### src/rtl/ad9866_pkg.sv
// Shared definitions for the AD9866 serial-port sequencer: frame layout,
// default gain register address, sequencer state encoding and a frame helper.
package ad9866_pkg;

    localparam int FRAME_W  = 16;
    localparam int RW_BIT   = 15;
    localparam int ADDR_MSB = 14;
    localparam int ADDR_LSB = 8;
    localparam int DATA_MSB = 7;

    localparam logic [6:0] GAIN_ADDR_DEFAULT = 7'h09;

    // Frame phases: 0 = setup, 1..32 = alternating sclk low/high halves, 33 = hold
    localparam logic [5:0] PHASE_LAST = 6'd33;

    typedef enum logic [2:0] {
        ST_RST_HOLD,
        ST_RST_WAIT,
        ST_INIT,
        ST_IDLE,
        ST_SHIFT,
        ST_GAP
    } state_t;

    // Pack {rw, addr, data} into an MSB-first serial frame word
    function automatic logic [FRAME_W-1:0] make_frame(input logic rw,
                                                      input logic [6:0] addr,
                                                      input logic [7:0] data);
        logic [FRAME_W-1:0] w;
        w = '0;
        w[RW_BIT]            = rw;
        w[ADDR_MSB:ADDR_LSB] = addr;
        w[DATA_MSB:0]        = data;
        return w;
    endfunction

endpackage

### src/rtl/ad9866_init_rom.sv
// Power-up register table for the AD9866, streamed after the hardware reset.
// Entries at or beyond INIT_LEN read back as zero.
module ad9866_init_rom import ad9866_pkg::*; #(
    parameter int INIT_LEN = 8
) (
    input  logic [4:0]         idx,
    output logic [FRAME_W-1:0] word
);

    // Index to table word; all entries are register writes
    always_comb begin
        word = '0;
        if (int'(idx) < INIT_LEN) begin
            case (idx)
                5'd0:    word = make_frame(1'b0, 7'h00, 8'h80);
                5'd1:    word = make_frame(1'b0, 7'h01, 8'h40);
                5'd2:    word = make_frame(1'b0, 7'h02, 8'h81);
                5'd3:    word = make_frame(1'b0, 7'h03, 8'h00);
                5'd4:    word = make_frame(1'b0, 7'h04, 8'h05);
                5'd5:    word = make_frame(1'b0, 7'h07, 8'h20);
                5'd6:    word = make_frame(1'b0, 7'h08, 8'h21);
                5'd7:    word = make_frame(1'b0, 7'h0E, 8'h81);
                default: word = '0;
            endcase
        end
    end

endmodule

### src/rtl/ad9866_spi_seq.sv
// AD9866 serial control port sequencer: hardware reset pulse, init table
// playback, then arbitration between host register accesses and RX gain updates.
module ad9866_spi_seq import ad9866_pkg::*; #(
    parameter int         SPI_DIV    = 4,
    parameter int         RST_CYCLES = 64,
    parameter int         RST_WAIT   = 256,
    parameter int         INIT_LEN   = 8,
    parameter logic [6:0] GAIN_ADDR  = GAIN_ADDR_DEFAULT
) (
    input  logic       clk,
    input  logic       rst,
    input  logic       host_valid,
    output logic       host_ready,
    input  logic       host_rw,
    input  logic [6:0] host_addr,
    input  logic [7:0] host_wdata,
    output logic       rd_valid,
    output logic [7:0] rd_data,
    input  logic       gain_valid,
    input  logic [5:0] gain,
    output logic       init_done,
    output logic       busy,
    output logic       ad9866_rst_n,
    output logic       ad9866_sen_n,
    output logic       ad9866_sclk,
    output logic       ad9866_sdio,
    input  logic       ad9866_sdo
);

    localparam logic [15:0] DIV_LAST  = 16'(SPI_DIV - 1);
    localparam logic [15:0] HOLD_LAST = 16'(RST_CYCLES - 1);
    // One cycle of the wait is spent in INIT dispatching the first word
    localparam logic [15:0] WAIT_LAST = 16'(RST_WAIT - 2);

    state_t             state_reg, state_next;
    logic [15:0]        cnt_reg, cnt_next;
    logic [5:0]         phase_reg, phase_next;
    logic [FRAME_W-1:0] frame_reg, frame_next;
    logic               is_read_reg, is_read_next;
    logic [5:0]         init_idx_reg, init_idx_next;
    logic               init_done_reg, init_done_next;
    logic               last_host_reg, last_host_next;
    logic               gain_pend_reg, gain_pend_next;
    logic [5:0]         gain_val_reg, gain_val_next;
    logic [7:0]         rx_reg, rx_next;
    logic [7:0]         rd_data_reg, rd_data_next;
    logic               rd_valid_reg, rd_valid_next;
    logic               rst_n_reg, rst_n_next;
    logic               sen_n_reg, sen_n_next;
    logic               sclk_reg, sclk_next;
    logic               sdio_reg, sdio_next;

    logic [FRAME_W-1:0] rom_word;
    logic               gain_first;
    logic               host_fire;
    logic               start_gain;
    logic [3:0]         bit_idx;

    ad9866_init_rom #(.INIT_LEN(INIT_LEN)) u_rom (
        .idx  (init_idx_reg[4:0]),
        .word (rom_word)
    );

    // Arbitration: a pending gain goes first when the host is idle or just had a frame
    always_comb begin
        gain_first = gain_pend_reg && (last_host_reg || !host_valid);
        host_ready = (state_reg == ST_IDLE) && init_done_reg && !gain_first;
        host_fire  = host_valid && host_ready;
    end

    // Next-state, datapath and pin decode; pins are registered from next values
    always_comb begin
        state_next     = state_reg;
        cnt_next       = cnt_reg;
        phase_next     = phase_reg;
        frame_next     = frame_reg;
        is_read_next   = is_read_reg;
        init_idx_next  = init_idx_reg;
        init_done_next = init_done_reg;
        last_host_next = last_host_reg;
        gain_pend_next = gain_pend_reg;
        gain_val_next  = gain_val_reg;
        rx_next        = rx_reg;
        rd_data_next   = rd_data_reg;
        rd_valid_next  = 1'b0;
        start_gain     = 1'b0;

        case (state_reg)
            ST_RST_HOLD: begin
                if (cnt_reg == HOLD_LAST) begin
                    state_next = ST_RST_WAIT;
                    cnt_next   = '0;
                end else begin
                    cnt_next = cnt_reg + 16'd1;
                end
            end
            ST_RST_WAIT: begin
                if (cnt_reg == WAIT_LAST) begin
                    state_next = ST_INIT;
                    cnt_next   = '0;
                end else begin
                    cnt_next = cnt_reg + 16'd1;
                end
            end
            ST_INIT: begin
                if (init_idx_reg == 6'(INIT_LEN)) begin
                    state_next     = ST_IDLE;
                    init_done_next = 1'b1;
                end else begin
                    frame_next    = rom_word;
                    is_read_next  = 1'b0;
                    init_idx_next = init_idx_reg + 6'd1;
                    state_next    = ST_SHIFT;
                    cnt_next      = '0;
                    phase_next    = '0;
                end
            end
            ST_IDLE: begin
                if (host_fire) begin
                    frame_next     = make_frame(host_rw, host_addr, host_rw ? 8'h00 : host_wdata);
                    is_read_next   = host_rw;
                    last_host_next = 1'b1;
                    state_next     = ST_SHIFT;
                    cnt_next       = '0;
                    phase_next     = '0;
                end else if (gain_pend_reg) begin
                    frame_next     = make_frame(1'b0, GAIN_ADDR, {2'b01, gain_val_reg});
                    is_read_next   = 1'b0;
                    last_host_next = 1'b0;
                    start_gain     = 1'b1;
                    state_next     = ST_SHIFT;
                    cnt_next       = '0;
                    phase_next     = '0;
                end
            end
            ST_SHIFT: begin
                // sdo is taken in the first clk of each sclk-high phase
                if (cnt_reg == '0 && !phase_reg[0] && phase_reg >= 6'd2) begin
                    rx_next = {rx_reg[6:0], ad9866_sdo};
                end
                if (cnt_reg == DIV_LAST) begin
                    cnt_next = '0;
                    if (phase_reg == PHASE_LAST) begin
                        state_next = ST_GAP;
                        phase_next = '0;
                        if (is_read_reg) begin
                            rd_valid_next = 1'b1;
                            rd_data_next  = rx_reg;
                        end
                    end else begin
                        phase_next = phase_reg + 6'd1;
                    end
                end else begin
                    cnt_next = cnt_reg + 16'd1;
                end
            end
            ST_GAP: begin
                if (cnt_reg == DIV_LAST) begin
                    cnt_next   = '0;
                    state_next = init_done_reg ? ST_IDLE : ST_INIT;
                end else begin
                    cnt_next = cnt_reg + 16'd1;
                end
            end
            default: state_next = ST_RST_HOLD;
        endcase

        // Gain updates coalesce; a new strobe wins over the clear on frame start
        if (gain_valid) begin
            gain_pend_next = 1'b1;
            gain_val_next  = gain;
        end else if (start_gain) begin
            gain_pend_next = 1'b0;
        end

        bit_idx    = 4'((phase_next - 6'd1) >> 1);
        rst_n_next = (state_next != ST_RST_HOLD);
        sen_n_next = (state_next != ST_SHIFT);
        sclk_next  = (state_next == ST_SHIFT) && (phase_next >= 6'd2) &&
                     (phase_next <= 6'd32) && !phase_next[0];
        sdio_next  = 1'b0;
        if (state_next == ST_SHIFT) begin
            if (phase_next == PHASE_LAST) begin
                sdio_next = sdio_reg;
            end else if (phase_next != 6'd0) begin
                sdio_next = (is_read_next && bit_idx[3]) ? 1'b0 : frame_next[4'd15 - bit_idx];
            end
        end
    end

    // State and pin registers with asynchronous reset to the safe pin levels
    always_ff @(posedge clk or posedge rst) begin
        if (rst) begin
            state_reg     <= ST_RST_HOLD;
            cnt_reg       <= '0;
            phase_reg     <= '0;
            frame_reg     <= '0;
            is_read_reg   <= 1'b0;
            init_idx_reg  <= '0;
            init_done_reg <= 1'b0;
            last_host_reg <= 1'b0;
            gain_pend_reg <= 1'b0;
            gain_val_reg  <= '0;
            rx_reg        <= '0;
            rd_data_reg   <= '0;
            rd_valid_reg  <= 1'b0;
            rst_n_reg     <= 1'b0;
            sen_n_reg     <= 1'b1;
            sclk_reg      <= 1'b0;
            sdio_reg      <= 1'b0;
        end else begin
            state_reg     <= state_next;
            cnt_reg       <= cnt_next;
            phase_reg     <= phase_next;
            frame_reg     <= frame_next;
            is_read_reg   <= is_read_next;
            init_idx_reg  <= init_idx_next;
            init_done_reg <= init_done_next;
            last_host_reg <= last_host_next;
            gain_pend_reg <= gain_pend_next;
            gain_val_reg  <= gain_val_next;
            rx_reg        <= rx_next;
            rd_data_reg   <= rd_data_next;
            rd_valid_reg  <= rd_valid_next;
            rst_n_reg     <= rst_n_next;
            sen_n_reg     <= sen_n_next;
            sclk_reg      <= sclk_next;
            sdio_reg      <= sdio_next;
        end
    end

    assign init_done    = init_done_reg;
    assign busy         = (state_reg != ST_IDLE) | gain_pend_reg;
    assign rd_valid     = rd_valid_reg;
    assign rd_data      = rd_data_reg;
    assign ad9866_rst_n = rst_n_reg;
    assign ad9866_sen_n = sen_n_reg;
    assign ad9866_sclk  = sclk_reg;
    assign ad9866_sdio  = sdio_reg;

endmodule

### config.mk
export PLATFORM = sky130hd
export DESIGN_NAME = ad9866_spi_seq
export DESIGN_NICKNAME = d
export VERILOG_FILES = /design/src/rtl/ad9866_pkg.sv /design/src/rtl/ad9866_init_rom.sv /design/src/rtl/ad9866_spi_seq.sv
export SDC_FILE = /design/constraint.sdc
export NUM_CORES = 1
export LEC_CHECK = 0
export CAP_MARGIN = 20
export CORE_MARGIN = 5
export CORE_UTILIZATION = 50
export DETAILED_ROUTE_END_ITERATION = 7
export PLACE_DENSITY = 0.71
export SYNTH_ARGS = -nofsm -noshare
export SYNTH_HDL_FRONTEND = slang
export SYNTH_SLANG_ARGS = --single-unit
### constraint.sdc
create_clock -name clk -period 4.5 [get_ports clk]
set_input_delay 0.9 -clock clk [delete_from_list [all_inputs] [get_ports clk]]
set_output_delay 0.9 -clock clk [all_outputs]
set_load 0.005 [all_outputs]
==> results of run 1 <==
-- routing by layer --
metal  wire length (um)  track usage, %  vias to the layer above
met5                  0               0                        -
li1                   -               -                     1721
met3                545            4.66                       17
met1               4730            27.8                     1717
met4                148            5.09                        0
met2               4600            29.4                      101
-- synth_stat cells (5+ instances only) --
library cell / instances
a21oi_1: 15
a221o_1: 6
and3_1: 11
and4_1: 5
clkbuf_1: 13
dfrtp_1: 77
ha_1: 16
inv_1: 21
mux2_2: 24
mux2i_1: 5
nand2_1: 41
nand2b_1: 10
nand3_1: 17
nand4_1: 7
nor2_1: 28
nor3_1: 14
nor4_1: 6
o21ai_0: 25
o31ai_1: 5
or2_2: 6
or4_1: 6
xnor2_1: 9
xor2_1: 5
-- through the flow --
step	cells	area (um2)	total power [uW]	utilization, %	worst slack (ns)
floorplan	447	4420	747	-	0.943
global placement	583	4940	780	56.9	0.383
detailed placement	583	4940	781	56.9	0.267
CTS	599	5130	1300	59.1	0.466
global route	600	5130	1350	59.2	0.159
finish	600	5130	1290	59.2	0.463
-- kinds of logic after synthesis --
family / Yosys count / synth area share (%)
xor+xnor: 14 / 2.78
buf+inv: 39 / 3.54
mux: 31 / 8.27
simple gates: 175 / 22.0
fa+ha+maj: 16 / 4.53
compound gates: 94 / 14.6
flops: 78 / 44.2
-- worst max-delay path, stage by stage (launching register included) --
cell	delay, ns
dfrtp_1	0.44
or4_1	0.72
or4_1	0.62
nor4_1	0.28
or3_1	0.25
inv_1	0.10
ha_1	0.25
nor3_1	0.41
nor2_1	0.16
mux4_2	0.32
mux2i_1	0.21
o221ai_2	0.13
-- how the worst max path moves through the flow --
| stage | start | slack, ns | end |
|---|---|---|---|
| after floorplan | cnt_reg[8]$_DFFE_PP0P_ | 0.94 | ad9866_sdio$_DFFE_PP0P_ |
| after global placement | host_valid | 0.38 | ad9866_sdio$_DFFE_PP0P_ |
| after detailed placement | host_valid | 0.27 | ad9866_sdio$_DFFE_PP0P_ |
| after CTS | cnt_reg[9]$_DFFE_PP0P_ | 0.47 | ad9866_sdio$_DFFE_PP0P_ |
| after global routing | cnt_reg[9]$_DFFE_PP0P_ | 0.16 | ad9866_sdio$_DFFE_PP0P_ |
| final | cnt_reg[9]$_DFFE_PP0P_ | 0.46 | ad9866_sdio$_DFFE_PP0P_ |
-- report_power, final --
part	leakage [uW]	switching (uW)	internal, uW
Clock	0.0000939	263	259
Combinational	0.00117	22.5	30.0
Sequential	0.00102	5.14	708
Total	0.00228	291	997
-- final cells by class --
cell class | count | area, um2 | area share, %
Clock inverter | 5 | 60.1 | 1.17
Clock buffer | 11 | 131 | 2.56
Timing Repair Buffer | 47 | 470 | 9.16
Multi-Input combinational cell | 330 | 2310 | 44.9
Tap cell | 108 | 135 | 2.63
Inverter | 21 | 78.8 | 1.54
Sequential cell | 78 | 1950 | 38.0
==> results.yml, run 1 <==
clock_tree:
  cts_setup_buffers: 0
  cts_tree: "yes"
  cts_resized: 0
  cts.sinks: 78
  cts_root_buffer: "clkbuf_8"
  hold_buffers: 0
  clk_pin_slew_ns: 0.09
  htreeDepth: 3
  clock_latency_ns: 0.35
  cts_buffers: 9
  clock_path_buffers: 2
synthesis:
  yosysTopAreaCellShare_pct: 43.6
  synth_area_leaders: "dfrtp_1 44%, mux2_2 6.1%, ha_1 4.5%, nand2_1 3.5%, o21ai_0 2.8%"
  synth.distinct_cells: 63
  syn-num-nets: 490
  yosysTopAreaCell: "dfrtp_1"
  syn_inst: 447
  ys_seq_area_share_pct: 44.2
  yosysWarnings: 0
  yosys_most_used_dff: "dfrtp_1"
  synth_async_sr_flop_share_pct: 100
  syn_area_um2: 4420
  avgSynthCellArea_um2: 9.88
  ys_seq_elements: 78
  synth_edf_count: 0
drt:
  remaining_drc_errors: 0
  drtIter0Drc: 306
  wirelength_um: 10000
  vias: 3556
  dr.pass1.iters: 4
  ant_nets: 0
  avgRoutedWirePerCell_um: 16.7
  drt-vias-per-instance: 5.93
worst_setup_path:
  end_kind: "flip-flop"
  r2r-start: "cnt_reg[9]$_DFFE_PP0P_"
  r2r_slack_ns: 0.46
  rr_endpoint: "ad9866_sdio$_DFFE_PP0P_"
  crit_required_ns: 4.73
  critPathLaunchType: "flip-flop"
  cp_max_fo: 7
  critPathArrivalTime_ns: 4.27
  ff2ff_path_depth: 11
  path_class: "flip-flop to flip-flop"
global_routing:
  grt_pass1_wl_um: 17600
  antenna_found_initial: 0
  gr-total-overflow: 0
  grt_pass1_vias: 3524
  grt_use_total_pct: 19.4
  grt_max_degree: 42
timing:
  fin_crit_ns: 4.04
  setup_viol: 0
  final.setup.tns_ns: 0
  relSlewSlack_pct: 46.2
  layout_worst_path_cycle_share_pct: 89.7
  finalHoldViolations: 0
  timing.fmax_ghz: 0.248
  fin_skew_ns: 0.0100
  worstMarginPinSlew_ns: 0.806
  whs_ns: 0.495
  grt_setup_unrepaired: "false"
  drv_slew: 0
die:
  start_util_pct: 50.9
  core_um2: 8680
  die_area_um2: 10800
  io_pins: 43
  die_y_um: 104
  num_rows: 34
  die_x_um: 104
placed_design:
  place_congestion: 0.881
  place.detailed.hpwl_um: 7440
  port_buffers: 42
layout:
  nNetsFinal: 530
  fillers: 772
  drive_gt1_share_pct: 12.2
  layout_commonest_cell: "dfrtp_1"
  num_antenna_cells: 0
  areaGrowthSynthToFinish_pct: 16.3
  layout_common_cells: "77 x dfrtp_1, 42 x clkdlybuf4s50_1, 41 x nand2_1"
pwr:
  p_per_area_nw_per_um2: 251
  vdd_drop_max_mv: 0.155
  power_leakage_uw: 0.00228
hold_path:
  hold-path-cell-count: 1
  min_to: "init_idx_reg[5]$_DFFE_PP0P_"
  hp-start: "init_idx_reg[5]$_DFFE_PP0P_"
  hold_class: "flip-flop to flip-flop"
outcome:
  status: "finished, final reports clean"
run:
  cap_violations: 0
(Power assumes the default switching activity.)
==> inputs of run 2 (changes only) <==
Clock period 4.5 ns to 4.35 ns, I/O delays scaled along.
==> run 2 against run 1 <==
Count of clock-buffer cells in the layout grew 1. Power up 4.5%. Combinational power increased by 3%. Final area is 0.12% higher. Global-route usage shrank 0.84 points. Sequential power rose by 3.4%. Die area did not move. Maximum frequency grew 2.2%. First-iteration DRC count decreased by 17%. Via count fell by 0.39%. Critical path type unchanged. Largest cell class unchanged. Largest power group unchanged.
==> results.yml, run 2 (synthesis gave the netlist of run 1 again) <==
timing:
  relSlewSlack_pct: 39.6
  timing.fmax_ghz: 0.253
  final.setup.tns_ns: 0
  finalHoldViolations: 0
  drv_slew: 0
  worstMarginPinSlew_ns: 0.905
  fin_crit_ns: 3.95
  grt_setup_unrepaired: "false"
  setup_viol: 0
  fin_skew_ns: 0.0141
  layout_worst_path_cycle_share_pct: 90.8
layout:
  areaGrowthSynthToFinish_pct: 16.4
  num_antenna_cells: 0
  layout_commonest_cell: "dfrtp_1"
  finalNonFillerCells: 600
  nNetsFinal: 530
  drive_gt1_share_pct: 12.2
  layout_common_cells: "77 x dfrtp_1, 42 x clkdlybuf4s50_1, 41 x nand2_1"
worst_setup_path:
  cp_top_family: "simple AND/OR/NAND/NOR gates"
  cp_num_buf_inv: 1
  critPathLaunchType: "flip-flop"
  cp_common_cell: "or4_1"
  rr_endpoint: "ad9866_sdio$_DFFE_PP0P_"
  r2r-start: "cnt_reg[9]$_DFFE_PP0P_"
  critPathLaunch: "cnt_reg[9]$_DFFE_PP0P_"
  r2r_slack_ns: 0.40
  critPathMaxStageDelay_ns: 0.72
  crit_chain: "or4_1 -> or4_1 -> nor4_1 -> or3_1 -> inv_1 -> ha_1 -> o21a_1 -> nor2_1 -> mux4_2 -> mux2i_1 -> o221ai_2"
  end_kind: "flip-flop"
  cp_max_fo: 7
  cp_slowest_cell: "or4_1"
  crit_required_ns: 4.59
  critPathArrivalTime_ns: 4.19
  ff2ff_path_depth: 11
  path_class: "flip-flop to flip-flop"
drt:
  remaining_drc_errors: 0
  avgRoutedWirePerCell_um: 16.5
  wirelength_um: 9910
  ant_nets: 0
  dr.pass1.iters: 4
  drt-vias-per-instance: 5.90
  drtIter0Drc: 253
  vias: 3542
run:
  cap_violations: 0
die:
  num_rows: 34
  start_util_pct: 50.9
  core_um2: 8680
  die_y_um: 104
  die_area_um2: 10800
  io_pins: 43
  die_x_um: 104
clock_tree:
  cts_tree: "yes"
  clock_path_buffers: 2
  cts_root_buffer: "clkbuf_8"
  htreeDepth: 3
  clock_latency_ns: 0.36
  clk_pin_slew_ns: 0.09
  hold_buffers: 0
  cts_resized: 0
  cts.sinks: 78
  cts_setup_buffers: 0
  cts_buffers: 9
hold_path:
  hold_class: "flip-flop to flip-flop"
  hold-path-cell-count: 1
  hp-start: "init_idx_reg[5]$_DFFE_PP0P_"
  min_to: "init_idx_reg[5]$_DFFE_PP0P_"
pwr:
  power_leakage_uw: 0.00228
  p_per_area_nw_per_um2: 262
  vdd_drop_max_mv: 0.161
global_routing:
  grt_use_total_pct: 18.5
  grt_max_degree: 79
  grt_pass1_wl_um: 16700
  antenna_found_initial: 0
  grt_pass1_vias: 3366
  gr-total-overflow: 0
placed_design:
  port_buffers: 42
  dp.cells: 583
  place_congestion: 0.892
  place.detailed.hpwl_um: 7230
outcome:
  status: "finished, final reports clean"
-- run 2: worst max-delay path by stage --
stage | end | slack [ns] | depth (start not counted)
2_1_floorplan | ad9866_sdio$_DFFE_PP0P_ | 0.79 | 13
3_3_place_gp | ad9866_sdio$_DFFE_PP0P_ | 0.41 | 14
3_5_place_dp | ad9866_sdio$_DFFE_PP0P_ | 0.19 | 13
4_1_cts | ad9866_sdio$_DFFE_PP0P_ | 0.40 | 11
5_1_grt | ad9866_sdio$_DFFE_PP0P_ | 0.13 | 12
6_report | ad9866_sdio$_DFFE_PP0P_ | 0.40 | 11
-- run 2: worst register-to-register path, stage by stage, from the launching register on --
cell and delay (ns):
dfrtp_1 0.44, or4_1 0.72, or4_1 0.62, nor4_1 0.32, or3_1 0.27, inv_1 0.11
ha_1 0.25, o21a_1 0.17, nor2_1 0.26, mux4_2 0.36, mux2i_1 0.20, o221ai_2 0.12
-- run 2: per-stage QoR --
stage          instance area [um2]  worst slack, ns  hold WS (ns)  power, uW  util, %
2_1_floorplan                 4420            0.793         0.434        773        -
3_3_place_gp                  4940            0.413         0.449        807     56.9
3_5_place_dp                  4940            0.190         0.462        808     56.9
4_1_cts                       5140            0.403         0.473       1360     59.2
5_1_grt                       5140            0.127         0.500       1400     59.2
6_report                      5140            0.400         0.476       1350     59.2
-- run 2: power breakdown --
part	total [uW]	switching, uW	internal (uW)
clock	554	269	285
sequential	737	4.79	732
combinational	54.3	23.2	31.2
total	1350	297	1050
-- run 2: layout make-up --
type                    instances  area [um2]
fillers                       759        3540
multi-input cells             330        2310
flip-flops and latches         78        1950
repair buffers                 47         468
clock buffers                  12         145
well taps                     108         135
inverters                      21        78.8
clock inverters                 4        55.1
-- run 2: routing by layer --
metal | wire [um] | track usage [%] | up-vias
met4 | 107 | 6.11 | 0
li1 | - | - | 1709
met3 | 581 | 3.60 | 9
met2 | 4560 | 27.7 | 110
met1 | 4660 | 26.9 | 1714
met5 | 0 | 0 | -
